[src/rtl/cpu_board_pkg.sv]
// Shared constants for the cpu_32_board: source-select encodings, seven-segment
// glyph table (active-low {g,f,e,d,c,b,a}) and display idle levels.
package cpu_board_pkg;

  typedef enum logic [1:0] {
    SEL_PC   = 2'd0,
    SEL_INST = 2'd1,
    SEL_ALUC = 2'd2,
    SEL_DATA = 2'd3
  } sel_e;

  localparam logic [6:0] SEG_BLANK = 7'h7F;
  localparam logic [7:0] AN_OFF    = 8'hFF;

  // Glyphs for 0..F; entry [n] is the pattern for nibble value n.
  localparam logic [15:0][6:0] SEG_TABLE = {
    7'h0E, 7'h06, 7'h21, 7'h46, 7'h03, 7'h08, 7'h10, 7'h00,
    7'h78, 7'h02, 7'h12, 7'h19, 7'h30, 7'h24, 7'h79, 7'h40
  };

endpackage

[src/rtl/cpu_hex_display_hex7seg_decode.sv]
// Combinational 4-bit to active-low seven-segment decoder.
module hex7seg_decode
  import cpu_board_pkg::*;
(
  input  logic [3:0] i_nib,
  output logic [6:0] o_seg
);

  assign o_seg = SEG_TABLE[i_nib];

endmodule

[src/rtl/cpu_hex_display.sv]
// Snapshots one CPU debug word and scans it as 8 hex digits on a common-anode display.
// Optional leading-zero blanking: define CPU_HEX_DISPLAY_LZB_EN.
module cpu_hex_display
  import cpu_board_pkg::*;
#(
  parameter int unsigned SCAN_DIV   = 50000,
  parameter int unsigned NUM_DIGITS = 8
) (
  input  logic                  clk,
  input  logic                  rst,
  input  logic [31:0]           pc,
  input  logic [31:0]           inst,
  input  logic [31:0]           aluc,
  input  logic [31:0]           data,
  input  logic [1:0]            sel,
  input  logic                  step,
  output logic [NUM_DIGITS-1:0] an,
  output logic [6:0]            seg,
  output logic                  dp
);

  localparam int unsigned IDX_W    = $clog2(NUM_DIGITS);
  localparam int unsigned DP_DIGIT = 4;

  logic [31:0]           r_snap;
  logic [1:0]            r_sel_q;
  logic [15:0]           r_div;
  logic [IDX_W-1:0]      r_idx;
  logic [NUM_DIGITS-1:0] r_an;
  logic [6:0]            r_seg;
  logic                  r_dp;

  logic [31:0] w_mux;
  logic        w_load;
  logic        w_adv;
  logic [3:0]  w_nib;
  logic [6:0]  w_glyph;
  logic        w_lz_blank;

  // NOTE: give every always_comb output a default first so no path can infer a latch.
  always_comb begin
    w_mux = pc;
    unique case (sel_e'(sel))
      SEL_PC:   w_mux = pc;
      SEL_INST: w_mux = inst;
      SEL_ALUC: w_mux = aluc;
      SEL_DATA: w_mux = data;
    endcase
  end

  assign w_load = step || (sel != r_sel_q);
  assign w_adv  = (r_div == 16'(SCAN_DIV - 1));
  assign w_nib  = r_snap[{r_idx, 2'b00} +: 4];

`ifdef CPU_HEX_DISPLAY_LZB_EN
  // Blank when this nibble and every nibble above it are zero; digit 0 always shows.
  assign w_lz_blank = (r_idx != '0) && ((r_snap >> {r_idx, 2'b00}) == 32'd0);
`else
  assign w_lz_blank = 1'b0;
`endif

  hex7seg_decode u_decode (
    .i_nib (w_nib),
    .o_seg (w_glyph)
  );

  // NOTE: sequential state uses non-blocking assignments so every register samples pre-edge values.
  always_ff @(posedge clk or negedge rst) begin
    if (!rst) begin
      r_snap  <= '0;
      r_sel_q <= '0;
      r_div   <= '0;
      r_idx   <= '0;
      r_an    <= AN_OFF;
      r_seg   <= SEG_BLANK;
      r_dp    <= 1'b1;
    end else begin
      r_sel_q <= sel;
      if (w_load) r_snap <= w_mux;

      if (w_adv) begin
        r_div <= '0;
        r_idx <= r_idx + 1'b1;
      end else begin
        r_div <= r_div + 16'd1;
      end

      // One all-off cycle at each digit change keeps the old segments off the new anode.
      r_an  <= w_adv ? AN_OFF : ~(NUM_DIGITS'(1) << r_idx);
      r_dp  <= w_adv ? 1'b1 : (r_idx != IDX_W'(DP_DIGIT));
      r_seg <= w_lz_blank ? SEG_BLANK : w_glyph;
    end
  end

  assign an  = r_an;
  assign seg = r_seg;
  assign dp  = r_dp;

endmodule

[config.mk]
export PLATFORM = sky130hd
export DESIGN_NAME = cpu_hex_display
export DESIGN_NICKNAME = d
export VERILOG_FILES = /design/src/rtl/cpu_board_pkg.sv /design/src/rtl/cpu_hex_display_hex7seg_decode.sv /design/src/rtl/cpu_hex_display.sv
export SDC_FILE = /design/constraint.sdc
export NUM_CORES = 1
export LEC_CHECK = 0
export CORE_ASPECT_RATIO = 0.7
export CORE_MARGIN = 2
export CORE_UTILIZATION = 40
export CTS_BUF_LIST = sky130_fd_sc_hd__clkbuf_2 sky130_fd_sc_hd__clkbuf_4 sky130_fd_sc_hd__clkbuf_8
export DETAILED_ROUTE_END_ITERATION = 8
export GPL_TIMING_DRIVEN = 0
export PLACE_DENSITY = 0.79
export SLEW_MARGIN = 20
export SYNTH_ARGS = -nofsm -noshare
export SYNTH_HDL_FRONTEND = slang
export SYNTH_SLANG_ARGS = --single-unit
[constraint.sdc]
create_clock -name clk -period 2.9 [get_ports clk]
set_input_delay 0.435 -clock clk [delete_from_list [all_inputs] [get_ports clk]]
set_output_delay 0.435 -clock clk [all_outputs]
set_load 0.03 [all_outputs]
==> results of run 1 <==
-- where the power goes --
part | switching (mW) | internal [mW] | leakage [nW]
sequential | 0.0373 | 1.05 | 0.805
clock | 0.352 | 0.431 | 0.0952
combinational | 0.239 | 0.390 | 1.40
-- metal layers --
metal	wire length [um]	vias up	GRT usage (%)
met2	4920	103	31.5
met4	123	0	5.43
met3	531	10	5.69
met5	0	-	0
li1	-	1368	-
met1	4030	1484	24.1
-- critical path, stage by stage, from the launching register on --
cell     delay, ns
dfrtp_1       0.39
buf_6         0.20
mux4_1        0.61
mux2i_1       0.49
inv_1         0.18
ha_1          0.30
and3_1        0.16
a211o_1       0.23
-- stage by stage --
step | hold slack [ns] | setup WS, ns | area, um^2
finish | 0.471 | 0.266 | 5820
detailed placement | 0.305 | 0.120 | 5600
CTS | 0.467 | 0.175 | 5820
global route | 0.489 | 0.122 | 5820
global placement | 0.442 | -0.724 | 5580
floorplan | 0.139 | 0.695 | 3940
-- worst max path at each step --
stage / startpoint / endpoint / cells after the start
floorplan: r_idx[0] / seg[0] / 7
global placement: rst / r_snap[15] / 1
detailed placement: sel[0] / r_snap[19] / 5
CTS: r_idx[1] / seg[0] / 7
global route: r_idx[0] / seg[0] / 7
finish: r_idx[0] / seg[0] / 7
-- cells in the final DEF (no fill, tap or decap), types with 3 or more instances in the layout --
cell type / netlist / layout
and2_1: 3 / 3
and3_1: 4 / 4
buf_2: 6 / 6
buf_4: 2 / 3
clkbuf_1: 6 / 5
clkbuf_8: 0 / 10
clkdlybuf4s50_1: 0 / 147
clkinvlp_4: 0 / 3
dfrtp_1: 53 / 53
dfstp_2: 15 / 15
ha_1: 13 / 13
inv_1: 8 / 8
mux2_2: 32 / 32
mux2i_1: 7 / 6
mux4_1: 4 / 4
mux4_2: 36 / 36
nand2_1: 12 / 12
nand3_1: 8 / 8
nand4_1: 6 / 6
nor2_1: 9 / 9
nor3_1: 3 / 3
o21ai_0: 3 / 3
o31ai_1: 3 / 3
xnor2_1: 6 / 6
xor2_1: 9 / 9
-- final cells by class --
cell class	instances	area (um^2)
fillers	747	3820
multi-input cells	179	2100
flip-flops and latches	68	1720
repair buffers	150	1520
well taps	128	160
clock buffers	11	145
plain buffers	17	87.6
clock inverters	5	61.3
inverters	9	33.8
-- cells by family (layout without fill, tap and decap cells) --
kind of cell | count (synthesis) | after routing | synth area share [%]
AOI/OAI and AO/OA | 14 | 14 | 2.32
adders and majority gates | 13 | 13 | 4.13
muxes | 84 | 84 | 36.3
buffers and inverters | 26 | 192 | 3.05
xor gates and xnor gates | 15 | 15 | 3.34
DFF | 68 | 68 | 43.7
and+or+nand+nor | 53 | 53 | 7.15
-- registers in the layout, summed over array words and instances, names as in the netlist --
register and cells:
r_snap 32, r_div 16, an 8, seg 7, r_sel_q 2, r_idx 3
-- timing repair --
action,in CTS,in global routing
setup endpoints to repair,0,1
resized for setup,0,3
hold endpoints to repair,1,0
hold buffers,1,0
==> flow_metrics.env, run 1 <==
export IMPL_status="finished, final reports clean"
export IMPL_min_to="r_div[0]"
export IMPL_finalClockSkew_ns=0.00801
export IMPL_post_route_period_util_pct=90.8
export IMPL_grtUsageTotal_pct=18.9
export IMPL_fmax_mhz=380
export IMPL_gp_congestion=0.847
export IMPL_grt_pass1_vias=3078
export IMPL_reg2reg_to="seg[0]"
export IMPL_drt_iter0_markers=187
export IMPL_ant_nets=0
export IMPL_via_per_inst=5.23
export IMPL_max_vdd_ir_drop_mv=0.232
export IMPL_syn_area_per_cell_um2=14.4
export IMPL_end_kind="register"
export IMPL_maxCapViolCount=0
export IMPL_min_path_cells=1
export IMPL_cts_root_buf="clkbuf_8"
export IMPL_syn2layout_area_growth_pct=48.0
export IMPL_critPathLaunchType="register"
export IMPL_finalPower_mw=2.50
export IMPL_tightest_slew_ns=0.746
export IMPL_setup_viol=0
export IMPL_vias=2965
export IMPL_grt_ovfl_total=0
export IMPL_synth_edff_count=0
export IMPL_async_reset_ff_share_pct=100
export IMPL_synth_main_ff_cell="dfrtp_1"
export IMPL_critPathKind="register to register"
export IMPL_cp_arrival_ns=2.90
export IMPL_wl_per_cell_um=16.9
export IMPL_cts_setup_buffers=0
export IMPL_start_util_pct=40.8
export IMPL_cts_tree="built"
export IMPL_core_rowCount=30
export IMPL_fin_setup_tns_ns=0
export IMPL_worstPathRequired_ns=3.17
export IMPL_io_pins=149
export IMPL_seq_area_frac_synth_pct=43.7
export IMPL_hold_class="register to register"
export IMPL_fin_crit_ns=2.63
export IMPL_drive_gt1_share_pct=26.4
export IMPL_dp_cells=550
export IMPL_numCtsBuffers=9
export IMPL_grt_max_degree=54
export IMPL_synth_top_area_share_pct=33.7
export IMPL_crit_fanout=9
export IMPL_synth_top_area_cell="dfrtp_1"
export IMPL_syn_inst=273
export IMPL_path_clk_slew_ns=0.07
export IMPL_synth_most_common_cell="dfrtp_1"
export IMPL_synthTopCellsByCount="dfrtp_1 (53), mux4_2 (36), mux2_2 (32)"
export IMPL_clockBufferDepth=2
export IMPL_min_from="r_div[0]"
export IMPL_io_buffers=148
export IMPL_clkLatencyLatePin_ns=0.34
export IMPL_final_cells=567
export IMPL_hold_violations=0
export IMPL_die_x_um=123
export IMPL_synthesis_nets=419
export IMPL_reg2reg_slack_ns=0.27
export IMPL_chipHeight_um=87.0
export IMPL_syn_area_mm2=0.00394
export IMPL_p_per_area_mw_per_mm2=429
export IMPL_drc=0
export IMPL_rsz0062_at_grt="no"
export IMPL_yosysWarnings=0
export IMPL_antenna_found_initial=0
export IMPL_slew_headroom_pct=50.3
export IMPL_diodes=0
export IMPL_r2r_start="r_idx[0]"
export IMPL_cts_max_level=3
export IMPL_synth_seq_cells=68
export IMPL_drtPass1Iterations=4
export IMPL_synthTopCellsByArea="dfrtp_1 (34%), mux4_2 (21%), dfstp_2 (10%), mux2_2 (9.2%), ha_1 (4.1%)"
export IMPL_reg2reg_depth=7
export IMPL_final_core_util_pct=60.4
export IMPL_grt_pass1_wl_um=15100
export IMPL_core_area_mm2=0.00965
export IMPL_nets=580
export IMPL_finalMaxSlewViolations=0
export IMPL_post_synth_num_cell_types=40
export IMPL_cellLeakagePower_nw=2.30
export IMPL_routed_wl_um=9600
export IMPL_design_die_area_mm2=0.0107
export IMPL_cts_sinks=68
export IMPL_hpwl_um=7790
No activity file was read; power rests on OpenSTA's default activity.
==> inputs of run 2 (changes only) <==
SYNTH_HIERARCHICAL = 1   (was default)
==> run 2 against run 1 <==
Against the previous run:
- non-clock buffer count unchanged
- fmax fell by 4.5%
- register-to-register slack lost 0.12 ns
- die area is 0.61% lower
- clock-buffer cell count stayed put
- total power fell by 0.18%
- largest power group unchanged
==> flow_metrics.env, run 2 <==
export IMPL_synth_simple_area_share_pct=9.02
export IMPL_mostFrequentLayoutCells="clkdlybuf4s50_1 (147), dfrtp_1 (53), mux4_2 (40)"
export IMPL_reg2reg_slack_ns=0.14
export IMPL_final_common_cell="clkdlybuf4s50_1"
export IMPL_core_rowCount=30
export IMPL_clkLatencyLatePin_ns=0.36
export IMPL_grt_max_degree=40
export IMPL_rsz0062_at_grt="no"
export IMPL_post_synth_num_cell_types=39
export IMPL_cts_max_level=3
export IMPL_r2r_start="r_idx[0]"
export IMPL_die_x_um=122
export IMPL_io_buffers=148
export IMPL_start_util_pct=40.7
export IMPL_nets=582
export IMPL_regMostFlops="r_snap"
export IMPL_fmax_mhz=363
export IMPL_multi_input_area_mm2=0.00207
export IMPL_grtUsageTotal_pct=19.1
export IMPL_synthesis_nets=421
export IMPL_drive_gt1_share_pct=27.7
export IMPL_end_kind="register"
export IMPL_chipHeight_um=86.7
export IMPL_cts_root_buf="clkbuf_8"
export IMPL_regArea_mm2=0.00172
export IMPL_synth_most_common_cell="dfrtp_1"
export IMPL_syn2layout_area_growth_pct=47.7
export IMPL_routed_wl_um=9220
export IMPL_seq_area_frac_synth_pct=44.0
export IMPL_largest_reg_flops=32
export IMPL_synth_top_area_share_pct=33.9
export IMPL_synth_main_ff_cell="dfrtp_1"
export IMPL_path_clk_slew_ns=0.07
export IMPL_clockBufferDepth=2
export IMPL_syn_area_mm2=0.00391
export IMPL_tightest_slew_ns=0.611
export IMPL_dp_cells=551
export IMPL_cts_sinks=68
export IMPL_design_die_area_mm2=0.0106
export IMPL_final_cells=568
export IMPL_via_per_inst=5.00
export IMPL_diodes=0
export IMPL_synth_compound_area_share_pct=1.89
export IMPL_p_per_area_mw_per_mm2=432
export IMPL_synth_seq_cells=68
export IMPL_crit_start="r_idx[0]"
export IMPL_synth_xor_area_share_pct=3.36
export IMPL_ant_nets=0
export IMPL_cellLeakagePower_nw=2.30
export IMPL_post_dp_cell_area_mm2=0.00557
export IMPL_synth_edff_count=0
export IMPL_drtPass1Iterations=4
export IMPL_max_vdd_ir_drop_mv=0.202
export IMPL_synthTopCellsByCount="dfrtp_1 (53), mux4_2 (40), mux2_2 (33)"
export IMPL_gp_congestion=0.802
export IMPL_core_area_mm2=0.00961
export IMPL_min_from="r_div[0]"
export IMPL_post_route_period_util_pct=95.1
export IMPL_async_reset_ff_share_pct=100
export IMPL_grt_pass1_vias=3098
export IMPL_synth_top_family_by_area="multiplexers"
export IMPL_maxCapViolCount=0
export IMPL_grt_pass1_wl_um=15100
export IMPL_syn_inst=274
export IMPL_hold_class="register to register"
export IMPL_finalMaxSlewViolations=0
export IMPL_vias=2839
export IMPL_antenna_found_initial=0
export IMPL_syn_area_per_cell_um2=14.3
export IMPL_status="finished, final reports clean"
export IMPL_hold_worst_slack_ns=0.478
export IMPL_setup_viol=0
export IMPL_fillers=786
export IMPL_hpwl_um=7560
export IMPL_synthMuxAreaShare_pct=34.2
export IMPL_drc=0
export IMPL_drt_iter0_markers=129
export IMPL_critPathKind="register to register"
export IMPL_grt_ovfl_total=0
export IMPL_finish_instance_area_mm2=0.00578
export IMPL_finalPower_mw=2.49
export IMPL_yosysWarnings=6
export IMPL_fin_crit_ns=2.76
export IMPL_numCtsBuffers=9
export IMPL_synth_fa_ha_area_share_pct=4.48
export IMPL_synth_top_area_cell="dfrtp_1"
export IMPL_synthTopCellsByArea="dfrtp_1 (34%), mux4_2 (23%), dfstp_2 (10%), mux2_2 (9.5%), ha_1 (4.5%)"
export IMPL_hold_violations=0
export IMPL_cp_arrival_ns=3.00
export IMPL_worstPathRequired_ns=3.14
export IMPL_crit_fanout=9
export IMPL_io_pins=149
export IMPL_fin_setup_tns_ns=0
export IMPL_critPathLaunchType="register"
export IMPL_cts_tree="built"
export IMPL_finalClockSkew_ns=0.0103
export IMPL_slew_headroom_pct=59.3
export IMPL_largestRegisters="r_snap x32, r_div x16"
export IMPL_wl_per_cell_um=16.2
run 2: cell count changes in the layout (fill, tap and decap cells not counted), moves of 3 or more:
cell | previous run | this run
and2_1 | 3 | 0
nand3_1 | 8 | 4
nor2_1 | 9 | 12
mux4_1 | 4 | 1
nand2_1 | 12 | 21
mux4_2 | 36 | 40
run 2: report_power, final:
part | internal (mW) | switching [mW] | total (mW)
sequential | 1.05 | 0.0396 | 1.09
clock | 0.424 | 0.360 | 0.784
combinational | 0.389 | 0.231 | 0.620
run 2: final cells by class:
cell class | count | share of cell area [%]
sequential | 68 | 29.8
clock buffer | 11 | 2.51
multi-input combinational | 182 | 35.9
inverter | 7 | 0.455
buffer | 17 | 1.60
clock inverter | 5 | 0.888
timing repair buffer | 150 | 26.1
tap | 128 | 2.77
run 2: kinds of logic (layout without fill, tap and decap cells):
logic type	after synthesis	after routing
flip-flops	68	68
AND/OR/NAND/NOR	64	64
XOR/XNOR	15	15
adder cells (fa/ha/maj)	14	14
buffers and inverters	24	190
AO/OA/AOI/OAI	11	11
multiplexers	78	78
run 2: stage by stage:
stage | utilization, % | worst slack (ns)
2_1_floorplan | - | 0.582
3_3_place_gp | 57.8 | -0.775
3_5_place_dp | 58.0 | 0.192
4_1_cts | 60.1 | 0.166
5_1_grt | 60.1 | 0.0112
6_report | 60.1 | 0.143
run 2: path summary, 6_finish.rpt:
path	to	cells after the start
worst max-delay path	seg[0]	9
worst min-delay path	r_div[0]	1
worst max register to register	seg[0]	9
worst min register to register	r_div[0]	1
max in group asynchronous	r_snap[1]	3
min in group asynchronous	r_idx[1]	2
run 2: repair_timing:
action | CTS | global route
buffers inserted | 0 | 0
resized for setup | 0 | 0
endpoints found under the hold margin | 7 | 0
hold buffers | 1 | 0
run 2: metal layers:
layer / routed length, um / track usage, % / up-vias
li1: - / - / 1347
met1: 4110 / 24.2 / 1379
met2: 4420 / 31.7 / 102
met3: 586 / 6.12 / 11
met4: 109 / 5.96 / 0
met5: 0 / 0 / -
run 2: worst max-delay path, cell delays in order, from the launching register on:
cell and delay, ns:
dfrtp_1 0.41, buf_2 0.32, mux4_2 0.55, nand2_1 0.08, nand2_1 0.13, inv_1 0.18
ha_1 0.21, and2b_2 0.23, or3b_1 0.37, o21ai_0 0.14
